$ cat src/rtl/mux_cfg_pkg.sv
// Shared types and sizing helpers for the routing-mux configuration loader.
package mux_cfg_pkg;

  typedef enum logic [1:0] {
    IDLE   = 2'd0,
    LOAD   = 2'd1,
    COMMIT = 2'd2,
    DONE   = 2'd3
  } cfg_state_e;

  localparam int DEF_NUM_MUX  = 8;
  localparam int DEF_SEL_BITS = 3;
  localparam int DEF_WORD_W   = 8;

  function automatic int cfg_words(input int total, input int word_w);
    return (total + word_w - 1) / word_w;
  endfunction

endpackage

$ cat src/rtl/mux_cfg_shadow_shreg.sv
// Word-wide shadow shift register: each loaded word enters at the bottom,
// so the first word of a frame ends up most significant.
module mux_cfg_shadow_shreg #(
  parameter int WORD_W = 8,
  parameter int WORDS  = 3
) (
  input  logic                    clk_i,
  input  logic                    rst_i,
  input  logic                    clr_i,
  input  logic                    load_i,
  input  logic [WORD_W-1:0]       data_i,
  output logic [WORDS*WORD_W-1:0] shadow_o
);

  localparam int SH_W = WORDS * WORD_W;

  logic [SH_W-1:0] shadow_q;
  logic [SH_W-1:0] shadow_d;
  logic [SH_W-1:0] shifted;

  generate
    if (WORDS == 1) begin : g_single
      assign shifted = data_i;
    end else begin : g_multi
      assign shifted = {shadow_q[SH_W-WORD_W-1:0], data_i};
    end
  endgenerate

  // Clear wins over load so a restart discards a word offered in the same cycle.
  always_comb begin
    shadow_d = shadow_q;
    if (clr_i) begin
      shadow_d = '0;
    end else if (load_i) begin
      shadow_d = shifted;
    end
  end

  always_ff @(posedge clk_i or posedge rst_i) begin
    if (rst_i) begin
      shadow_q <= '0;
    end else begin
      shadow_q <= shadow_d;
    end
  end

  assign shadow_o = shadow_q;

endmodule

$ cat src/rtl/mux_cfg_frame_loader.sv
// Loads a configuration frame into a shadow register and commits it atomically
// to the active sram/sram_inv bundle feeding the routing tree muxes.
module mux_cfg_frame_loader
  import mux_cfg_pkg::*;
#(
  parameter int NUM_MUX  = DEF_NUM_MUX,
  parameter int SEL_BITS = DEF_SEL_BITS,
  parameter int WORD_W   = DEF_WORD_W
) (
  input  logic                         prog_clk,
  input  logic                         pReset,
  input  logic                         cfg_start,
  input  logic [WORD_W-1:0]            cfg_data,
  input  logic                         cfg_valid,
  output logic                         cfg_ready,
  output logic [NUM_MUX*SEL_BITS-1:0]  sram,
  output logic [NUM_MUX*SEL_BITS-1:0]  sram_inv,
  output logic                         cfg_done,
  output logic                         cfg_err
);

  localparam int TOTAL = NUM_MUX * SEL_BITS;
  localparam int WORDS = cfg_words(TOTAL, WORD_W);
  localparam int SH_W  = WORDS * WORD_W;
  localparam int CNT_W = $clog2(WORDS + 1);

  cfg_state_e       state_q, state_d;
  logic [CNT_W-1:0] cnt_q, cnt_d;
  logic [TOTAL-1:0] sram_q, sram_d;
  logic [TOTAL-1:0] sram_inv_q, sram_inv_d;
  logic             done_q, done_d;
  logic             err_q, err_d;
  logic             commit_q, commit_d;

  logic             restart;
  logic             accept;
  logic             last_word;
  logic [SH_W-1:0]  shadow;

  // A start pulse is honoured in every state except COMMIT.
  assign restart   = cfg_start && (state_q != COMMIT);
  assign accept    = (state_q == LOAD) && cfg_valid && !cfg_start;
  assign last_word = accept && (cnt_q == CNT_W'(WORDS - 1));

  mux_cfg_shadow_shreg #(
    .WORD_W (WORD_W),
    .WORDS  (WORDS)
  ) u_shadow (
    .clk_i    (prog_clk),
    .rst_i    (pReset),
    .clr_i    (restart),
    .load_i   (accept),
    .data_i   (cfg_data),
    .shadow_o (shadow)
  );

  always_ff @(posedge prog_clk or posedge pReset) begin
    if (pReset) begin
      state_q <= IDLE;
    end else begin
      state_q <= state_d;
    end
  end

  always_comb begin
    state_d = state_q;
    unique case (state_q)
      IDLE:    if (cfg_start) state_d = LOAD;
      LOAD:    if (cfg_start) state_d = LOAD;
               else if (last_word) state_d = COMMIT;
      COMMIT:  state_d = DONE;
      DONE:    if (cfg_start) state_d = LOAD;
      default: state_d = IDLE;
    endcase
  end

  always_comb begin
    cfg_ready = (state_q == LOAD);
  end

  // The commit is registered once more out of COMMIT, so the new bundle and
  // cfg_done appear two edges after the final word is accepted.
  always_comb begin
    cnt_d      = cnt_q;
    sram_d     = sram_q;
    sram_inv_d = sram_inv_q;
    done_d     = done_q;
    err_d      = err_q;
    commit_d   = (state_q == COMMIT);

    if (restart) begin
      cnt_d = '0;
    end else if (accept) begin
      cnt_d = cnt_q + 1'b1;
    end

    if (commit_q) begin
      sram_d     = shadow[TOTAL-1:0];
      sram_inv_d = ~shadow[TOTAL-1:0];
      err_d      = 1'b0;
    end

    if (restart) begin
      done_d = 1'b0;
    end else if (commit_q) begin
      done_d = 1'b1;
    end

    if (cfg_start && (state_q == LOAD)) begin
      err_d = 1'b1;
    end
  end

  always_ff @(posedge prog_clk or posedge pReset) begin
    if (pReset) begin
      cnt_q      <= '0;
      sram_q     <= '0;
      sram_inv_q <= '1;
      done_q     <= 1'b0;
      err_q      <= 1'b0;
      commit_q   <= 1'b0;
    end else begin
      cnt_q      <= cnt_d;
      sram_q     <= sram_d;
      sram_inv_q <= sram_inv_d;
      done_q     <= done_d;
      err_q      <= err_d;
      commit_q   <= commit_d;
    end
  end

  assign sram     = sram_q;
  assign sram_inv = sram_inv_q;
  assign cfg_done = done_q;
  assign cfg_err  = err_q;

endmodule

$ cat config.mk
export PLATFORM = sky130hd
export DESIGN_NAME = mux_cfg_frame_loader
export DESIGN_NICKNAME = d
export VERILOG_FILES = /design/src/rtl/mux_cfg_pkg.sv /design/src/rtl/mux_cfg_shadow_shreg.sv /design/src/rtl/mux_cfg_frame_loader.sv
export SDC_FILE = /design/constraint.sdc
export NUM_CORES = 1
export LEC_CHECK = 0
export BUFFER_PORTS_ARGS = -buffer_cell sky130_fd_sc_hd__buf_2
export CAP_MARGIN = 10
export CORE_MARGIN = 3
export CORE_UTILIZATION = 45
export CTS_BUF_LIST = sky130_fd_sc_hd__clkbuf_16
export CTS_CLUSTER_SIZE = 28
export DETAILED_ROUTE_END_ITERATION = 8
export HOLD_SLACK_MARGIN = 0.15
export PLACE_DENSITY = 0.77
export SYNTH_ARGS = -nofsm -noshare
export SYNTH_HDL_FRONTEND = slang
export SYNTH_SLANG_ARGS = --single-unit
$ cat constraint.sdc
create_clock -name prog_clk -period 2.3 [get_ports prog_clk]
set_clock_uncertainty 0.2 [all_clocks]
set_input_delay 0.115 -clock prog_clk [delete_from_list [all_inputs] [get_ports prog_clk]]
set_output_delay 0.115 -clock prog_clk [all_outputs]
set_load 0.05 [all_outputs]
==> flow_metrics.py, run 1 <==
metrics = {
    "routing": {
        "ant_nets": 0,
        "route.detailed.drc": 0,
        "first_iter_violations": 88,
        "drtPass1Iterations": 4,
        "vias_per_cell": 4.84,
        "routed_wl_um": 6080,
        "dr_total_vias": 2106,
        "routedWlPerCell_um": 14.0,
    },
    "synth": {
        "syn_area_um2": 3180,
        "synth_cell_types": 22,
        "synth_xor_area_share_pct": 0,
        "synth-seq-area-share_pct": 63.2,
        "synth.area.mux_share_pct": 16.1,
        "synth_top_family_by_area": "multiplexers",
        "ys_ff_latch": 79,
        "synth_top_cell_by_area": "dfrtp_1",
        "yosys_warnings": 0,
        "syn_nets": 277,
        "synth_compound_area_share_pct": 2.05,
        "yosys.area_share.simple_pct": 10.8,
        "syn_area_per_cell_um2": 12.1,
        "ys_top_cells_by_area": "dfrtp_1, dfstp_2, mux2_2",
        "synth_top_area_share_pct": 43.3,
        "synth_cells": 262,
        "synth_fa_ha_area_share_pct": 1.18,
    },
    "clock_network": {
        "cts_tree": "done",
        "cts_buffer_depth": 2,
        "numCtsBuffers": 9,
        "path_clk_slew_ns": 0.06,
        "post_cts_buffers": 0,
        "clk-insertion-delay-late_ns": 0.33,
        "clock_sink_count": 79,
        "holdBufCountCts": 11,
        "cts.htree.levels": 3,
        "ctsResizeCount": 0,
        "cts-root-buf": "clkbuf_16",
    },
    "timing": {
        "fin_tns_setup_ns": 0,
        "max-slew-margin-rel_pct": 58.5,
        "max_clock_freq_mhz": 513,
        "maxSlewViolCount": 0,
        "hold_violations": 0,
        "grt_setup_unrepaired": "false",
        "post-route-period-util_pct": 84.8,
        "worst_pin_slew_ns": 0.622,
        "period_minus_slack_ns": 1.95,
        "setup_viol": 0,
    },
    "power_and_ir_drop": {
        "p_leak_nw": 2.07,
        "peakVddDrop_v": 0.000672,
        "finalPower_w": 0.00410,
        "p_per_area_nw_per_um2": 1020,
    },
    "worst_setup_path": {
        "path_cells": "inv_1 > ha_1 > nand3b_2 > nand3_1 > nand2_1",
        "r2r-start": "state_q[1]$_DFFE_PP0P_",
        "end_kind": "flip-flop",
        "reg2reg_depth": 5,
        "path_class": "reg2reg",
        "slowest_stage": "nand3b_2",
        "cpPeakStageDelay_ns": 0.50,
        "worstPathRequired_ns": 2.32,
        "r2r_end": "u_shadow.shadow_o[10]$_DFFE_PP0P_",
        "worstPathArrival_ns": 1.97,
        "path_max_fanout": 28,
        "cp-start-kind": "flip-flop",
        "regToRegSetupSlack_ns": 0.35,
    },
    "global_route": {
        "antenna_found_initial": 0,
        "grt_overflow_total": 0,
        "top_usage_layer": "met2",
        "use_met1_pct": 21.1,
        "use_met3_pct": 3.84,
        "grt_pass1_vias": 2165,
        "grt_pass1_wl_um": 10600,
        "use_met2_pct": 25.6,
        "track_usage_pct": 16.2,
        "grt_max_degree": 45,
    },
    "die": {
        "die_width_um": 90.0,
        "io_pins": 63,
        "fp.coreArea_um2": 6600,
        "rows": 29,
        "start_util_pct": 48.1,
        "die_h_um": 90.0,
        "die-area_um2": 8100,
    },
    "final_layout": {
        "drive_above_1_share_pct": 39.8,
        "area_delta_synth_final_pct": 27.1,
        "n_antenna_cell": 0,
        "fillCellCount": 569,
        "fin_nets": 352,
    },
    "run_status": {
        "status": "complete, no violations",
    },
    "place": {
        "io_buffers": 62,
        "place_congestion": 0.715,
        "dpl.hpwl_um": 4000,
    },
    "flow_run": {
        "cap_violations": 0,
    },
    "min_path": {
        "hp-class": "in2async",
    },
}
-- sequential cells by signal, indices dropped and copies added (netlist names) --
name / count
sram_inv: 24
state_q: 2
u_shadow.shadow_o: 24
cfg_done: 1
cnt_q: 2
cfg_err: 1
commit_q: 1
sram: 24
-- layout by cell type (no fill, tap or decap), types with 3 or more instances in the layout --
| master | count |
|---|---|
| buf_2 | 62 |
| dfrtp_1 | 54 |
| nand2_1 | 50 |
| inv_1 | 29 |
| nand3_1 | 26 |
| mux2i_1 | 24 |
| mux2_2 | 24 |
| dfstp_2 | 24 |
| dlygate4sd3_1 | 11 |
| clkbuf_16 | 9 |
| bufinv_16 | 4 |
| buf_4 | 4 |
| ha_1 | 3 |
-- cell type report --
type | instances | area, um^2 | share of cell area, %
inverters | 30 | 114 | 2.82
clock buffers | 9 | 225 | 5.58
flip-flops and latches | 79 | 2010 | 49.8
clock inverters | 7 | 145 | 3.60
repair buffers | 78 | 470 | 11.7
multi-input cells | 139 | 957 | 23.7
well taps | 93 | 116 | 2.88
-- how the worst max path moves through the flow --
stage	startpoint	end	slack, ns	cells past startpoint
4_1_cts	state_q[1]$_DFFE_PP0P_	u_shadow.shadow_o[10]$_DFFE_PP0P_	0.36	5
2_1_floorplan	pReset	cfg_done$_DFFE_PP0P_	0.001	1
6_report	state_q[1]$_DFFE_PP0P_	u_shadow.shadow_o[10]$_DFFE_PP0P_	0.35	5
5_1_grt	state_q[1]$_DFFE_PP0P_	u_shadow.shadow_o[6]$_DFFE_PP0P_	0.22	5
3_3_place_gp	state_q[1]$_DFFE_PP0P_	cnt_q[1]$_DFFE_PP0P_	0.48	5
3_5_place_dp	state_q[1]$_DFFE_PP0P_	cnt_q[0]$_DFFE_PP0P_	0.37	5
-- through the flow --
stage	area [um^2]	setup slack, ns	utilization (%)	cells	hold slack (ns)
final	4040	0.350	61.1	435	0.202
after global routing	4040	0.218	61.1	435	0.265
after CTS	4040	0.364	61.1	435	0.199
after detailed placement	3560	0.370	53.8	408	0.00850
after global placement	3560	0.481	53.8	408	0.00572
after floorplan	3180	0.00133	-	262	0.0204
-- where the power goes --
part           internal, W  switching (W)  leakage (nW)
clock              0.00117       0.000553         0.176
combinational     0.000173       0.000532         0.899
sequential         0.00158      0.0000868         0.994
total              0.00293        0.00117          2.07
-- Yosys cell counts --
cell / n
dfrtp_1: 55
nand2_1: 50
inv_1: 30
nand3_1: 26
dfstp_2: 24
mux2_2: 24
mux2i_1: 24
buf_2: 8
buf_4: 3
ha_1: 3
buf_8: 2
o21ai_0: 2
o21ai_2: 2
a21oi_1: 1
a22o_1: 1
and3b_1: 1
clkbuf_4: 1
nand2b_1: 1
nand3b_2: 1
o211ai_1: 1
o21a_1: 1
o311ai_0: 1
-- worst max-delay path, delay by kind of cell (launching register included) --
kind                       cells  cell delay, ns
adders and majority gates      1            0.29
buffers and inverters          1            0.09
DFF                            1            0.40
and+or+nand+nor                3            0.86
-- cells by family (layout without fill, tap and decap cells) --
group                      Yosys count  after routing
AOI/OAI and AO/OA                    9              9
adders and majority gates            3              3
DFF                                 79             79
buffers and inverters               44            124
muxes                               48             48
and+or+nand+nor                     79             79
-- layer usage --
| metal | up-vias | share of wire, % |
|---|---|---|
| li1 | 1006 | - |
| met1 | 1026 | 44 |
| met4 | 0 | 1.4 |
| met3 | 13 | 5.3 |
| met2 | 61 | 49 |
| met5 | - | 0 |
(Power assumes the default switching activity.)
==> run 2, diff against run 1 <==
==> constraint.sdc (replaced) <==
create_clock -name prog_clk -period 1.6 [get_ports prog_clk]
set_clock_uncertainty 0.2 [all_clocks]
set_input_delay 0.08 -clock prog_clk [delete_from_list [all_inputs] [get_ports prog_clk]]
set_output_delay 0.08 -clock prog_clk [all_outputs]
set_load 0.05 [all_outputs]
==> flow_metrics.py, run 2 (same netlist as run 1, synthesis figures left out) <==
metrics = {
    "die": {
        "die-area_um2": 8100,
        "start_util_pct": 48.1,
        "die_width_um": 90.0,
        "rows": 29,
        "fp.coreArea_um2": 6600,
        "io_pins": 63,
        "die_h_um": 90.0,
    },
    "clock_network": {
        "clock_sink_count": 79,
        "cts.htree.levels": 3,
        "path_clk_slew_ns": 0.06,
        "cts_tree": "done",
        "clk-insertion-delay-late_ns": 0.33,
        "cts_buffer_depth": 2,
        "cts-root-buf": "clkbuf_16",
        "numCtsBuffers": 9,
    },
    "power_and_ir_drop": {
        "clockPowerShare_pct": 36.7,
        "p_leak_nw": 2.05,
        "seqPwrFrac_pct": 44.1,
        "p_int_w": 0.00375,
        "peakVddDrop_v": 0.000659,
        "p_sw_share_pct": 30.8,
        "p_per_area_nw_per_um2": 1340,
        "combPwrFrac_pct": 19.2,
        "power_switching_w": 0.00167,
    },
    "routing": {
        "vias_per_cell": 4.73,
        "route.detailed.drc": 0,
        "dr_total_vias": 2068,
        "met1Wirelength_um": 2840,
        "drtPass1Iterations": 4,
        "dr_wl_met3_um": 258,
        "highest_layer": "met4",
        "wl_met2_um": 2700,
        "first_iter_violations": 135,
        "routed_wl_um": 5890,
        "ant_nets": 0,
        "routedWlPerCell_um": 13.5,
    },
    "place": {
        "dpl.hpwl_um": 3860,
        "io_buffers": 62,
        "place_congestion": 0.707,
    },
    "final_layout": {
        "n_antenna_cell": 0,
        "drive_above_1_share_pct": 40.4,
        "final_common_cell": "buf_2",
        "area_delta_synth_final_pct": 27.2,
        "final_cell_mix": "buf_2, dfrtp_1, nand2_1",
        "fillCellCount": 560,
        "fin_nets": 354,
    },
    "worst_setup_path": {
        "r2r-start": "state_q[0]$_DFFE_PP0P_",
        "path_max_fanout": 4,
        "cp-start-kind": "flip-flop",
        "worstPathRequired_ns": 1.60,
        "end_kind": "flip-flop",
        "critPathLaunch": "state_q[0]$_DFFE_PP0P_",
        "worstPathArrival_ns": 1.52,
        "path_class": "reg2reg",
    },
    "timing": {
        "grt_setup_unrepaired": "false",
        "post-route-period-util_pct": 95.1,
        "maxSlewViolCount": 0,
        "period_minus_slack_ns": 1.52,
        "timing.hold.ws_ns": 0.208,
        "worst_pin_slew_ns": 0.398,
        "max_clock_freq_mhz": 657,
        "max-slew-margin-rel_pct": 73.5,
        "fin_tns_setup_ns": 0,
        "hold_violations": 0,
        "setup_viol": 0,
    },
    "run_status": {
        "status": "complete, no violations",
    },
    "global_route": {
        "grt_pass1_vias": 2090,
        "grt_max_degree": 80,
        "grt_overflow_total": 0,
        "antenna_found_initial": 0,
        "track_usage_pct": 15.7,
        "grt_pass1_wl_um": 10300,
    },
    "min_path": {
        "hp-class": "in2async",
    },
    "flow_run": {
        "cap_violations": 0,
    },
}
[run 2: path summary, 6_finish.rpt]
kind                                       endpoint  slack [ns]  cells past startpoint
setup / recovery             state_q[1]$_DFFE_PP0P_        0.08                      4
hold / removal                 sram[16]$_DFFE_PP0P_        0.21                      4
setup reg to reg             state_q[1]$_DFFE_PP0P_        0.08                      4
hold reg to reg            sram_inv[18]$_DFFE_PP1P_        0.25                      1
max in group asynchronous  sram_inv[12]$_DFFE_PP1P_        0.64                      4
min in group prog_clk      sram_inv[18]$_DFFE_PP1P_        0.25                      1
[run 2: layout make-up]
| type | instances | area, um^2 | share of cell area, % |
|---|---|---|---|
| Clock buffer | 9 | 225 | 5.57 |
| Clock inverter | 7 | 72.6 | 1.80 |
| Inverter | 30 | 116 | 2.88 |
| Multi-Input combinational cell | 139 | 977 | 24.2 |
| Sequential cell | 79 | 2010 | 49.7 |
| Tap cell | 93 | 116 | 2.88 |
| Timing Repair Buffer | 80 | 526 | 13.0 |
[run 2: routing by layer]
metal / vias to the layer above / track usage, %
met5: - / 0
met4: 0 / 7.65
met3: 10 / 3.01
met2: 61 / 24.4
met1: 987 / 21.2
li1: 1010 / -
[run 2: worst max-delay path, stage by stage, from the launching register on]
cell and delay, ns:
dfrtp_1 0.40, inv_1 0.06, ha_1 0.33, o311ai_1 0.32, a21oi_1 0.08
[run 2: power groups by stage]
stage	Clock [W]	Sequential (W)	Combinational [W]
finish	0.00199	0.00239	0.00104
detailed placement	0	0.00243	0.00102
global route	0.00213	0.00243	0.00112
CTS	0.00205	0.00240	0.00105
floorplan	0	0.00291	0.000312
global placement	0	0.00242	0.00101
[run 2: per-stage QoR]
stage	utilization, %	instances	power [W]	setup slack [ns]	instance area (um^2)
2_1_floorplan	-	262	0.00323	0.0531	3190
3_3_place_gp	54.9	410	0.00343	0.0693	3620
3_5_place_dp	54.9	410	0.00345	0.0150	3620
4_1_cts	61.0	437	0.00550	0.0389	4030
5_1_grt	61.2	437	0.00568	0.0265	4040
6_report	61.2	437	0.00542	0.0785	4040
[run 2: what timing repair did]
action                                  CTS  global route
endpoints found under the setup margin    1             2
hold endpoints to repair                109             0
resized for setup                         1             2
pin swaps                                 0             0
hold buffers                             11             0
buffers inserted                          0             0
==> run 3, diff against run 2 <==
--- a/config.mk
+++ b/config.mk
@@ -16,4 +16,5 @@
 export PLACE_DENSITY = 0.77
 export SYNTH_ARGS = -nofsm -noshare
 export SYNTH_HDL_FRONTEND = slang
+export SYNTH_HIERARCHICAL = 1
 export SYNTH_SLANG_ARGS = --single-unit
==> flow_metrics.py, run 3 <==
metrics = {
    "run_status": {
        "status": "finished with violations",
        "violations": "setup timing",
    },
    "die": {
        "fp.coreArea_um2": 6570,
        "die_width_um": 89.7,
        "io_pins": 63,
        "die_h_um": 89.7,
        "rows": 29,
        "start_util_pct": 48.0,
        "die-area_um2": 8050,
    },
    "worst_setup_path": {
        "regToRegSetupSlack_ns": -0.03,
        "worstPathArrival_ns": 1.65,
        "worstPathRequired_ns": 1.61,
        "r2r_end": "u_shadow/shadow_o[11]$_DFFE_PP0P_",
        "critPathLaunch": "state_q[1]$_DFFE_PP0P_",
        "reg2reg_depth": 7,
        "path_class": "reg2reg",
        "path_max_fanout": 15,
        "r2r-start": "state_q[1]$_DFFE_PP0P_",
        "end_kind": "flip-flop",
        "cp-start-kind": "flip-flop",
    },
    "power_and_ir_drop": {
        "p_per_area_nw_per_um2": 1340,
        "peakVddDrop_v": 0.000694,
        "finalPower_w": 0.00544,
        "p_leak_nw": 2.04,
    },
    "global_route": {
        "track_usage_pct": 16.0,
        "use_met1_pct": 23.1,
        "grt_pass1_vias": 2070,
        "top_usage_layer": "met2",
        "grt_max_degree": 34,
        "use_met3_pct": 3.84,
        "use_met2_pct": 23.4,
        "antenna_found_initial": 0,
        "grt_pass1_wl_um": 10500,
        "grt_overflow_total": 0,
    },
    "place": {
        "io_buffers": 62,
        "dpl.hpwl_um": 4020,
        "dp_slack_ns": -0.00557,
        "place_congestion": 0.739,
    },
    "synth": {
        "synth_cells": 242,
        "synth_top_area_share_pct": 43.6,
        "syn_area_per_cell_um2": 13.0,
        "yosysMostFrequentCell": "dfrtp_1",
        "synth_cell_types": 21,
        "synth-seq-area-share_pct": 63.6,
        "synth-async-reset-ratio_pct": 100,
        "syn_nets": 257,
        "syn_area_um2": 3150,
        "ys.flop_type": "dfrtp_1",
        "yosys_warnings": 6,
        "ys_ff_latch": 79,
        "yosys-top-cells-count": "dfrtp_1, nor2_1, mux2i_1",
        "synth_edf_count": 0,
        "ys_top_cells_by_area": "dfrtp_1, dfstp_2, mux2i_1",
        "synth_top_cell_by_area": "dfrtp_1",
    },
    "timing": {
        "max-slew-margin-rel_pct": 75.2,
        "timing.hold.ws_ns": 0.159,
        "max_clock_freq_mhz": 612,
        "hold_violations": 0,
        "fin_tns_setup_ns": -0.171,
        "post-route-period-util_pct": 102,
        "worst_pin_slew_ns": 0.372,
        "setup_viol": 10,
        "fin_ws_ns": -0.0334,
        "maxSlewViolCount": 0,
        "grt_setup_unrepaired": "true",
        "period_minus_slack_ns": 1.63,
    },
    "clock_network": {
        "path_clk_slew_ns": 0.06,
        "cts.htree.levels": 3,
        "clk-insertion-delay-late_ns": 0.32,
        "cts_tree": "done",
        "cts_buffer_depth": 2,
        "cts-root-buf": "clkbuf_16",
        "clock_sink_count": 79,
        "numCtsBuffers": 9,
    },
    "final_layout": {
        "regArea_um2": 2010,
        "final_common_cell": "buf_2",
        "final_cell_mix": "buf_2, dfrtp_1, nor2_1",
        "multi_input_area_um2": 1010,
        "fin_nets": 342,
        "fillCellCount": 528,
        "n_antenna_cell": 0,
        "area_delta_synth_final_pct": 28.5,
        "drive_above_1_share_pct": 44.6,
    },
    "routing": {
        "ant_nets": 0,
        "vias_per_cell": 4.73,
        "route.detailed.drc": 0,
        "routed_wl_um": 5880,
        "first_iter_violations": 97,
        "dr_total_vias": 2010,
        "routedWlPerCell_um": 13.8,
        "drtPass1Iterations": 4,
    },
    "flow_run": {
        "cap_violations": 0,
    },
    "min_path": {
        "hp-class": "in2async",
    },
}
## run 3: cell types whose count changed in the layout (fill, tap and decap cells not counted), moves of 4 or more
cell | previous run | this run
nor2_1 | 0 | 44
a21oi_1 | 1 | 15
inv_1 | 29 | 14
nand3_1 | 26 | 1
buf_4 | 3 | 10
mux2i_1 | 24 | 33
nand2_1 | 50 | 3
clkinvlp_4 | 5 | 1
## run 3: kinds of logic after synthesis
group / synth area share (%)
DFF: 63.6
muxes: 19.7
and+or+nand+nor: 7.06
buffers and inverters: 5.36
AOI/OAI and AO/OA: 3.05
adders and majority gates: 1.19
## run 3: power by group
group | switching [W] | total, W | internal [W]
Clock | 0.000803 | 0.00201 | 0.00121
Combinational | 0.000781 | 0.00107 | 0.000292
Sequential | 0.0000963 | 0.00236 | 0.00226
## run 3: how the worst max path moves through the flow
stage / to / slack, ns / cells after the start
after detailed placement: u_shadow/shadow_o[7]$_DFFE_PP0P_ / -0.006 / 7
after global routing: u_shadow/shadow_o[11]$_DFFE_PP0P_ / -0.11 / 7
after floorplan: u_shadow/shadow_o[0]$_DFFE_PP0P_ / -0.11 / 8
final: u_shadow/shadow_o[11]$_DFFE_PP0P_ / -0.03 / 7
after CTS: state_q[1]$_DFFE_PP0P_ / -0.02 / 5
after global placement: u_shadow/shadow_o[0]$_DFFE_PP0P_ / 0.04 / 7
## run 3: layout make-up
class	instances	area share, %
Tap cell	93	2.87
Clock inverter	7	1.79
Sequential cell	79	49.5
Timing Repair Buffer	86	13.9
Clock buffer	9	5.56
Multi-Input combinational cell	135	24.9
Inverter	16	1.48
## run 3: per-layer routing
layer	routed length [um]	vias to the layer above
met1	2880	972
met3	238	9
met4	70	0
met5	0	-
li1	-	978
met2	2690	51
## run 3: worst max-delay path, cell delays in order, from the launching register on
cell     delay, ns
dfrtp_1       0.40
inv_2         0.08
ha_4          0.14
nand2_4       0.06
nor2_4        0.17
buf_12        0.19
mux2i_2       0.22
nor2_1        0.06
## run 3: per-stage QoR
step                utilization (%)  area [um^2]  cells
detailed placement             55.2         3630    397
finish                         61.7         4050    425
floorplan                         -         3180    242
global route                   61.7         4050    425
global placement               55.2         3630    397
CTS                            61.5         4040    424
## run 3: what timing repair did
action	4_1_cts	5_1_grt
buffers inserted	0	1
endpoints found under the hold margin	93	0
gates resized for setup	1	2
pin swaps	0	2
hold buffers	11	0
setup endpoints to repair	5	27
